==> config.mk <==
export PLATFORM = sky130hd
export DESIGN_NAME = sync_fifo
export DESIGN_NICKNAME = d
export VERILOG_FILES = /design/src/rtl/fifo_pkg.sv /design/src/rtl/sync_fifo_ram.sv /design/src/rtl/sync_fifo.sv
export SDC_FILE = /design/constraint.sdc
export NUM_CORES = 1
export LEC_CHECK = 0
export ABC_AREA = 1
export CORE_UTILIZATION = 35
export DETAILED_ROUTE_END_ITERATION = 8
export GPL_ROUTABILITY_DRIVEN = 0
export SETUP_SLACK_MARGIN = 0.4
export SLEW_MARGIN = 20
export SYNTH_ARGS = -nofsm -noshare
export SYNTH_HDL_FRONTEND = slang
export SYNTH_SLANG_ARGS = --single-unit
==> constraint.sdc <==
create_clock -name i_clk -period 3.91 [get_ports i_clk]
set_input_delay 0.782 -clock i_clk [delete_from_list [all_inputs] [get_ports i_clk]]
set_output_delay 0.782 -clock i_clk [all_outputs]
set_load 0.02 [all_outputs]
==> src/rtl/fifo_pkg.sv <==
// ---------------------------------------------------------------------------
// fifo_pkg
// Shared definitions for the synchronous FIFO slice:
//   - fifo_depth()        : number of words addressed by an ADDRSIZE-bit pointer
//   - fifo_ptr_width()    : width of the occupancy counter (ADDRSIZE+1), wide
//                           enough to hold the value DEPTH itself
//   - FIFO_MODE_STD/FWFT  : read-mode selectors for the FWFT parameter
//   - fifo_params_ok()    : elaboration-time legality check of the parameters
// ---------------------------------------------------------------------------
package fifo_pkg;

    localparam int FIFO_MODE_STD  = 0;
    localparam int FIFO_MODE_FWFT = 1;

    function automatic int fifo_depth(input int addrsize);
        return 1 << addrsize;
    endfunction

    function automatic int fifo_ptr_width(input int addrsize);
        return addrsize + 1;
    endfunction

    // Thresholds must lie where the corresponding flag can both assert and
    // deassert: almost-full in 1..DEPTH, almost-empty in 0..DEPTH-1.
    function automatic bit fifo_params_ok(input int addrsize,
                                          input int afull_th,
                                          input int aempty_th,
                                          input int fwft);
        int depth;
        depth = fifo_depth(addrsize);
        return (addrsize >= 1)
            && (afull_th >= 1) && (afull_th <= depth)
            && (aempty_th >= 0) && (aempty_th <= depth - 1)
            && ((fwft == FIFO_MODE_STD) || (fwft == FIFO_MODE_FWFT));
    endfunction

endpackage

==> src/rtl/sync_fifo_ram.sv <==
// ---------------------------------------------------------------------------
// sync_fifo_ram
// DATASIZE x 2^ADDRSIZE storage array: synchronous write with enable,
// asynchronous (combinational) read.
// Ports:
//   i_clk    : write clock
//   i_w_en   : write enable
//   i_waddr  : write address
//   i_wdata  : write data
//   i_raddr  : read address
//   o_rdata  : read data, mem[i_raddr]
// ---------------------------------------------------------------------------
module sync_fifo_ram
    import fifo_pkg::*;
#(
    parameter int DATASIZE = 8,
    parameter int ADDRSIZE = 4
) (
    input  logic                i_clk,
    input  logic                i_w_en,
    input  logic [ADDRSIZE-1:0] i_waddr,
    input  logic [DATASIZE-1:0] i_wdata,
    input  logic [ADDRSIZE-1:0] i_raddr,
    output logic [DATASIZE-1:0] o_rdata
);

    localparam int DEPTH = fifo_depth(ADDRSIZE);

    logic [DATASIZE-1:0] mem [DEPTH];

    // NOTE: the array has no reset branch; resetting it would force flops
    // instead of RAM, and pointer/count reset already makes contents unreachable.
    // NOTE: clocked state uses <= so every reader sees pre-edge values.
    always_ff @(posedge i_clk) begin
        if (i_w_en) begin
            mem[i_waddr] <= i_wdata;
        end
    end

    assign o_rdata = mem[i_raddr];

endmodule

==> src/rtl/sync_fifo.sv <==
// ---------------------------------------------------------------------------
// sync_fifo
// Single-clock FIFO with integrated storage, registered or first-word-
// fall-through read, programmable almost flags, sticky error flags and a
// synchronous flush.
// Ports:
//   i_clk, i_rst : clock; asynchronous active-high reset
//   i_flush      : synchronous clear of pointers, count and o_rvalid
//   i_clr_err    : synchronous clear of o_overflow / o_underflow
//   i_wdata,i_w_en : write data / request
//   i_r_en       : read request
//   o_rdata      : read data (registered, or head word in FWFT mode)
//   o_rvalid     : o_rdata updated this cycle (registered mode only)
//   o_wfull, o_rempty, o_afull, o_aempty : status decoded from o_count
//   o_count      : occupancy 0..DEPTH
//   o_overflow, o_underflow : sticky error flags
// ---------------------------------------------------------------------------
module sync_fifo
    import fifo_pkg::*;
#(
    parameter int DATASIZE  = 8,
    parameter int ADDRSIZE  = 4,
    parameter int AFULL_TH  = 12,
    parameter int AEMPTY_TH = 2,
    parameter int FWFT      = 0
) (
    input  logic                i_clk,
    input  logic                i_rst,
    input  logic                i_flush,
    input  logic                i_clr_err,
    input  logic [DATASIZE-1:0] i_wdata,
    input  logic                i_w_en,
    input  logic                i_r_en,
    output logic [DATASIZE-1:0] o_rdata,
    output logic                o_rvalid,
    output logic                o_wfull,
    output logic                o_rempty,
    output logic                o_afull,
    output logic                o_aempty,
    output logic [ADDRSIZE:0]   o_count,
    output logic                o_overflow,
    output logic                o_underflow
);

    localparam int DEPTH = fifo_depth(ADDRSIZE);
    localparam int CNT_W = fifo_ptr_width(ADDRSIZE);

    localparam logic [CNT_W-1:0] CNT_FULL   = CNT_W'(DEPTH);
    localparam logic [CNT_W-1:0] CNT_AFULL  = CNT_W'(AFULL_TH);
    localparam logic [CNT_W-1:0] CNT_AEMPTY = CNT_W'(AEMPTY_TH);

    if (!fifo_params_ok(ADDRSIZE, AFULL_TH, AEMPTY_TH, FWFT)) begin : g_bad_params
        $error("sync_fifo: illegal ADDRSIZE/AFULL_TH/AEMPTY_TH/FWFT combination");
    end

    logic [ADDRSIZE-1:0] wptr;
    logic [ADDRSIZE-1:0] rptr;
    logic [CNT_W-1:0]    count;
    logic [DATASIZE-1:0] ram_rdata;

    // Flush wins over any same-cycle request, so it also masks error events.
    logic wr_acc, rd_acc, ovf_evt, unf_evt;
    assign wr_acc  = i_w_en & ~o_wfull  & ~i_flush;
    assign rd_acc  = i_r_en & ~o_rempty & ~i_flush;
    assign ovf_evt = i_w_en &  o_wfull  & ~i_flush;
    assign unf_evt = i_r_en &  o_rempty & ~i_flush;

    always_ff @(posedge i_clk or posedge i_rst) begin
        if (i_rst) begin
            wptr  <= '0;
            rptr  <= '0;
            count <= '0;
        end else if (i_flush) begin
            wptr  <= '0;
            rptr  <= '0;
            count <= '0;
        end else begin
            if (wr_acc) wptr <= wptr + 1'b1;
            if (rd_acc) rptr <= rptr + 1'b1;
            case ({wr_acc, rd_acc})
                2'b10:   count <= count + 1'b1;
                2'b01:   count <= count - 1'b1;
                default: count <= count;
            endcase
        end
    end

    // A new error in the same cycle as i_clr_err keeps the flag set.
    always_ff @(posedge i_clk or posedge i_rst) begin
        if (i_rst) begin
            o_overflow  <= 1'b0;
            o_underflow <= 1'b0;
        end else begin
            o_overflow  <= (o_overflow  & ~i_clr_err) | ovf_evt;
            o_underflow <= (o_underflow & ~i_clr_err) | unf_evt;
        end
    end

    assign o_count  = count;
    assign o_wfull  = (count == CNT_FULL);
    assign o_rempty = (count == '0);
    assign o_afull  = (count >= CNT_AFULL);
    assign o_aempty = (count <= CNT_AEMPTY);

    sync_fifo_ram #(
        .DATASIZE (DATASIZE),
        .ADDRSIZE (ADDRSIZE)
    ) u_ram (
        .i_clk   (i_clk),
        .i_w_en  (wr_acc),
        .i_waddr (wptr),
        .i_wdata (i_wdata),
        .i_raddr (rptr),
        .o_rdata (ram_rdata)
    );

    if (FWFT == FIFO_MODE_FWFT) begin : g_fwft
        // Head word is always presented; a read simply advances rptr.
        assign o_rdata  = ram_rdata;
        assign o_rvalid = 1'b0;
    end else begin : g_std
        always_ff @(posedge i_clk or posedge i_rst) begin
            if (i_rst) begin
                o_rdata  <= '0;
                o_rvalid <= 1'b0;
            end else begin
                o_rvalid <= rd_acc;
                if (rd_acc) o_rdata <= ram_rdata;
            end
        end
    end

endmodule

**Word level (Yosys, flattened, before mapping)**

Memories as Yosys holds them, arrays and structs flattened. A register that Yosys moved wholly into a read port is not among the register bits.
Index checks and enable logic that the tools add are counted.

- Reduce and logical (&&, ||, !) cells: 4
- Magnitude comparators: 2
- Equal/unequal tests: 3
- Add/subtract/negate cells: 4
- Mux-type cells: 8
- Bitwise gates (word level): 16

Operators by type and width:

| operator | count |
|---|---|
| $mux W4 | 4 |
| $and A1 B1 Y1 | 10 |
| $pmux W5 S2 | 1 |
| $add A4 B1 Y4 const B | 2 |
| $add A5 B1 Y5 const B | 1 |
| $eq A5 B5 Y1 const B | 1 |
| $ge A5 B4 Y1 const B | 1 |
| $le A5 B2 Y1 const B | 1 |
| $logic_not A5 Y1 | 1 |
| $mux W5 | 1 |
| $sub A5 B1 Y5 const B | 1 |
| $not A1 Y1 | 4 |
| $reduce_bool A2 Y1 | 2 |
| $reduce_bool A3 Y1 | 1 |
| $eq A2 B1 Y1 const B | 1 |
| $eq A2 B2 Y1 const B | 1 |
| $mux W1 | 2 |
| $or A1 B1 Y1 | 2 |

- Bits in writable memories: 128
- Input bits: 14
- Logic and storage cells: 44
- Output and inout port bits: 20
- Bits in registers: 16
- Memories kept: 1

Memories:

| memory | depth | bits a word | read ports | clocked after Yosys merged registers in | write ports | line | text |
|---|---|---|---|---|---|---|---|
| u_ram.mem | 16 | 8 | 1 | 1 | 1 | sync_fifo_ram.sv:29 | `logic [DATASIZE-1:0] mem [DEPTH];` |

**Depth between registers and ports, before layout**

- Word-level depth: 7
- Mapped depth: 16
- Mapped depth without buffers: 16

**Modules after synthesis**

From an unflattened synthesis, not the netlist that was laid out.

- Cells, all modules: 695
- Area, all modules: 6939.2 um^2

By module, submodules not included:

| module | area an instance (um^2) | cells an instance | times used | sequential area each (um^2) |
|---|---|---|---|---|
| sync_fifo_ram | 5606.6 | 543 | 1 | 3843.7 |
| sync_fifo | 1332.5 | 152 | 1 | 600.6 |

**Worst setup path before layout**

No wires, ideal clock.

- Path kind: reg-to-output
- Start: reg count[0] (netlist: o_count[0])
- End: out o_aempty
- Slack: 1.460 ns
- Arrival: 1.668 ns
- Stages on the path, launching flop included: 2
- Path buffers: 0
- Required time: 3.128 ns
- Cell sequence: dfrtp_1 > a2111oi_0

- Word-level cells in the longest chain between the ends: 1

RTL lines:

| what | line | text |
|---|---|---|
| start, declared | sync_fifo.sv:58 | `logic [CNT_W-1:0] count;` |
| start signal, assigned | sync_fifo.sv:81 | `2'b10: count <= count + 1'b1;` |
| start signal, assigned | sync_fifo.sv:82 | `2'b01: count <= count - 1'b1;` |
| start signal, assigned | sync_fifo.sv:83 | `default: count <= count;` |
| $le A5 B2 Y1 | sync_fifo.sv:103 | `assign o_aempty = (count <= CNT_AEMPTY);` |
| end, declared | sync_fifo.sv:39 | `output logic o_aempty,` |

No other way between the ends.

**Worst setup path after layout**

Same ends and word-level chain as after synthesis.

==> summary.md <==
| Metric | Value |
|---|---|
| Final non-filler cell total | `a little over 800` |
| Count leader, synth | `edfxtp_1` |
| Unique masters post-synth | `29` |
| R2r setup slk | `~1.7 ns` |
| DR pass1 iterations | `6` |
| Hold_buf cts | `0` |
| Initial antenna violation count | `0` |
| Fin crit share | `around 70%` |
| Kind of critical path | `flip-flop to output port` |
| Clk_lat worst skew | `0.43 ns` |
| Relative max-transition margin | `39.9%` |
| Rows | `49` |
| Post-DP HPWL | `between 10,000 and 15,000 microns` |
| Hold_sp | `o_overflow` |
| Reg-to-reg critical path startpoint | `rptr[0]` |
| Clock Sinks | `152` |
| Dpl cells | `786` |
| Post-Syn Area per Cell | `roughly 12 sq um` |
| Total core area | `roughly 0.018 sq mm` |
| Starting density of the core | `approximately 36%` |
| Number of routed nets with antenna violations | `0` |
| Syn Nets | `around 570` |
| Leakage power | `between 2 and 3 nW` |
| Hold WC Path Type | `flip-flop to flip-flop` |
| Flops & latches, synth | `approximately 150` |
| Total CTS buffers | `17` |
| P per Cell Area | `667 mW/mm^2` |
| Setup crit end kind | `output port` |
| Final hold viol count | `0` |
| Final Max Slew Viols | `0` |
| Setup TNS | `0 ns` |
| Port Buffers | `33` |
| Via/cell ratio | `roughly 5.2` |
| Layout Nets | `597` |
| CTS Buffer Depth | `2` |
| Final Setup Violations | `0` |
| Maximum level of the CTS H-tree | `4` |
| R2R Path End | `o_rdata[2]` |
| Max Clk Rate | `about 0.36 GHz` |
| Sequential area share after synthesis | `69.6%` |
| Diode count | `0` |
| Worst-path clk slew | `0.05 ns` |
| CP required | `between 3 and 4 ns` |
| Post-route minimum period | `2.75 ns` |
| Global-route wire length before repair | `approximately 23,000 microns` |
| Unrepaired setup endpoints after global routing | `no` |
| CTS tree | `built` |
| Top cells by count, synth | `edfxtp_1 (128), nor2_1 (126), o21ai_0 (84)` |
| Hold path depth | `2` |
| Ys Warns | `0` |
| Prevailing post-synth register cell | `edfxtp_1` |
| Routed Wire Length | `15,000 microns` |
| GRT Overall Usage | `17.4%` |
| Boundary Pins | `34` |
| WHS | `about 0.54 ns` |
| Top-area cell type share of the netlist area | `~60%` |
| Ys async rst share | `15.8%` |
| DR vias | `4,251` |
| Post-CTS sizing | `0` |
| Worst Path Arrival | `about 2 ns` |
| DR WL/cell | `between 15 and 20 microns` |
| Layout-stage area growth over the synthesis result | `17.0%` |
| Global route overflow | `0` |
| Post-CTS setup buffer count | `0` |
| Placed Area | `a little under 0.007 sq mm` |
| Final Power | `between 4 and 5 mW` |
| DR iter-0 viols | `~460` |
| Worst-path maximum fanout | `6` |
| CP startpoint kind | `flip-flop` |
| Die height | `approximately 140 microns` |
| Hold EP | `o_overflow` |
| Root buffer cell | `clkbuf_16` |
| Largest net degree at the start of global routing | `68` |
| Actual slew at the worst max-slew pin | `approximately 0.9 ns` |
| Final Cell Area | `0.00747 sq mm` |
| Yosys top cell by area | `edfxtp_1` |
| Vias in the first global route | `between 4,000 and 5,000` |
| Reg2Reg Depth | `6` |
| Clock Skews | `roughly 0.0074 ns` |
| Gate count after technology mapping | `about 550` |
| DRC | `0` |
| Fill cell count | `1,666` |
| Share of cells above drive strength 1 | `between 7 and 8%` |
| Outcome | `finished clean` |
| Top post-synthesis cells by area | `edfxtp_1 (60%), dfrtp_1 (9.4%), nor2_1 (7.4%), o21ai_0 (6.6%), o211ai_1 (3.8%)` |
| Peak supply drop | `roughly 350 uV` |
| Die Wd | `~140 microns` |
| Synthesized area | `0.00638 sq mm` |
| MaxCap Viol Count | `0` |
| Die area | `between 0.015 and 0.02 sq mm` |
| Post-synth EDFFs | `about 130` |
[worst max-delay path by stage]
stage	cells past startpoint	end	slack (ns)	startpoint
2_1_floorplan	1	o_aempty	1.46	o_count[0]
3_3_place_gp	7	u_ram.mem[13][2]	1.06	i_w_en
3_5_place_dp	7	u_ram.mem[8][4]	0.97	i_w_en
4_1_cts	2	o_aempty	1.13	o_count[0]
5_1_grt	2	o_aempty	1.05	o_count[0]
6_report	2	o_aempty	1.16	o_count[0]
[power by group]
part	total, mW	switching [mW]	internal, mW
logic	1.40	0.920	0.481
clock network	1.59	0.600	0.994
registers	1.99	0.123	1.86
total	4.98	1.64	3.34
[worst max-delay path, cell delays in order, from the launching register on]
cell and delay (ns):
dfrtp_1 0.46, a2111oi_0 0.41, clkdlybuf4s50_1 0.67
[placed cells by master, fill, tap and decap left out, drive strengths merged]
cell and count:
a21oi 2, dfrtp 24, nor2 130, nor3 2, o21bai 1, clkinvlp 1
inv 26, buf 4, nand2 48, clkinv 6, a2111oi 1, nand3 22
a31oi 8, o22ai 1, o21ai 86, xor2 1, edfxtp 128, clkbuf 22
o211ai 32, clkdlybuf4s50 33, ha 7, bufinv 3
[sequential cells by signal, indices dropped and copies added, names as in the netlist]
signal / cells
o_rvalid: 1
o_underflow: 1
wptr: 4
o_count: 5
o_overflow: 1
u_ram.mem: 128
rptr: 4
o_rdata: 8
[metal layers]
layer,GRT usage [%],part of all wire [%],up-vias
li1,-,-,2002
met1,22.4,44,2095
met2,28.6,50,131
met3,3.52,4.8,23
met4,6.90,1.6,0
met5,0,0,-
[cell type report]
class                           instances  area, sq um  area share, %
Timing Repair Buffer                   37          360           4.82
Tap cell                              229          287           3.84
Clock inverter                          9          125           1.68
Clock buffer                           22          444           5.95
Inverter                               27          106           1.42
Multi-Input combinational cell        341         1700           22.8
Sequential cell                       152         4450           59.5
[metrics by stage]
| stage | util [%] | setup slack, ns |
|---|---|---|
| 5_1_grt | 41.7 | 1.05 |
| 2_1_floorplan | - | 1.46 |
| 3_3_place_gp | 38.5 | 1.06 |
| 6_report | 41.7 | 1.16 |
| 4_1_cts | 41.7 | 1.13 |
| 3_5_place_dp | 38.5 | 0.974 |
[cells by family after synthesis]
logic type | after synthesis | share of synthesized area (%)
xor+xnor | 1 | 0.137
buf+inv | 54 | 3.76
simple gates | 202 | 13.3
compound gates | 131 | 11.8
flops | 152 | 69.6
fa+ha+maj | 7 | 1.37
(Power assumes the default switching activity.)
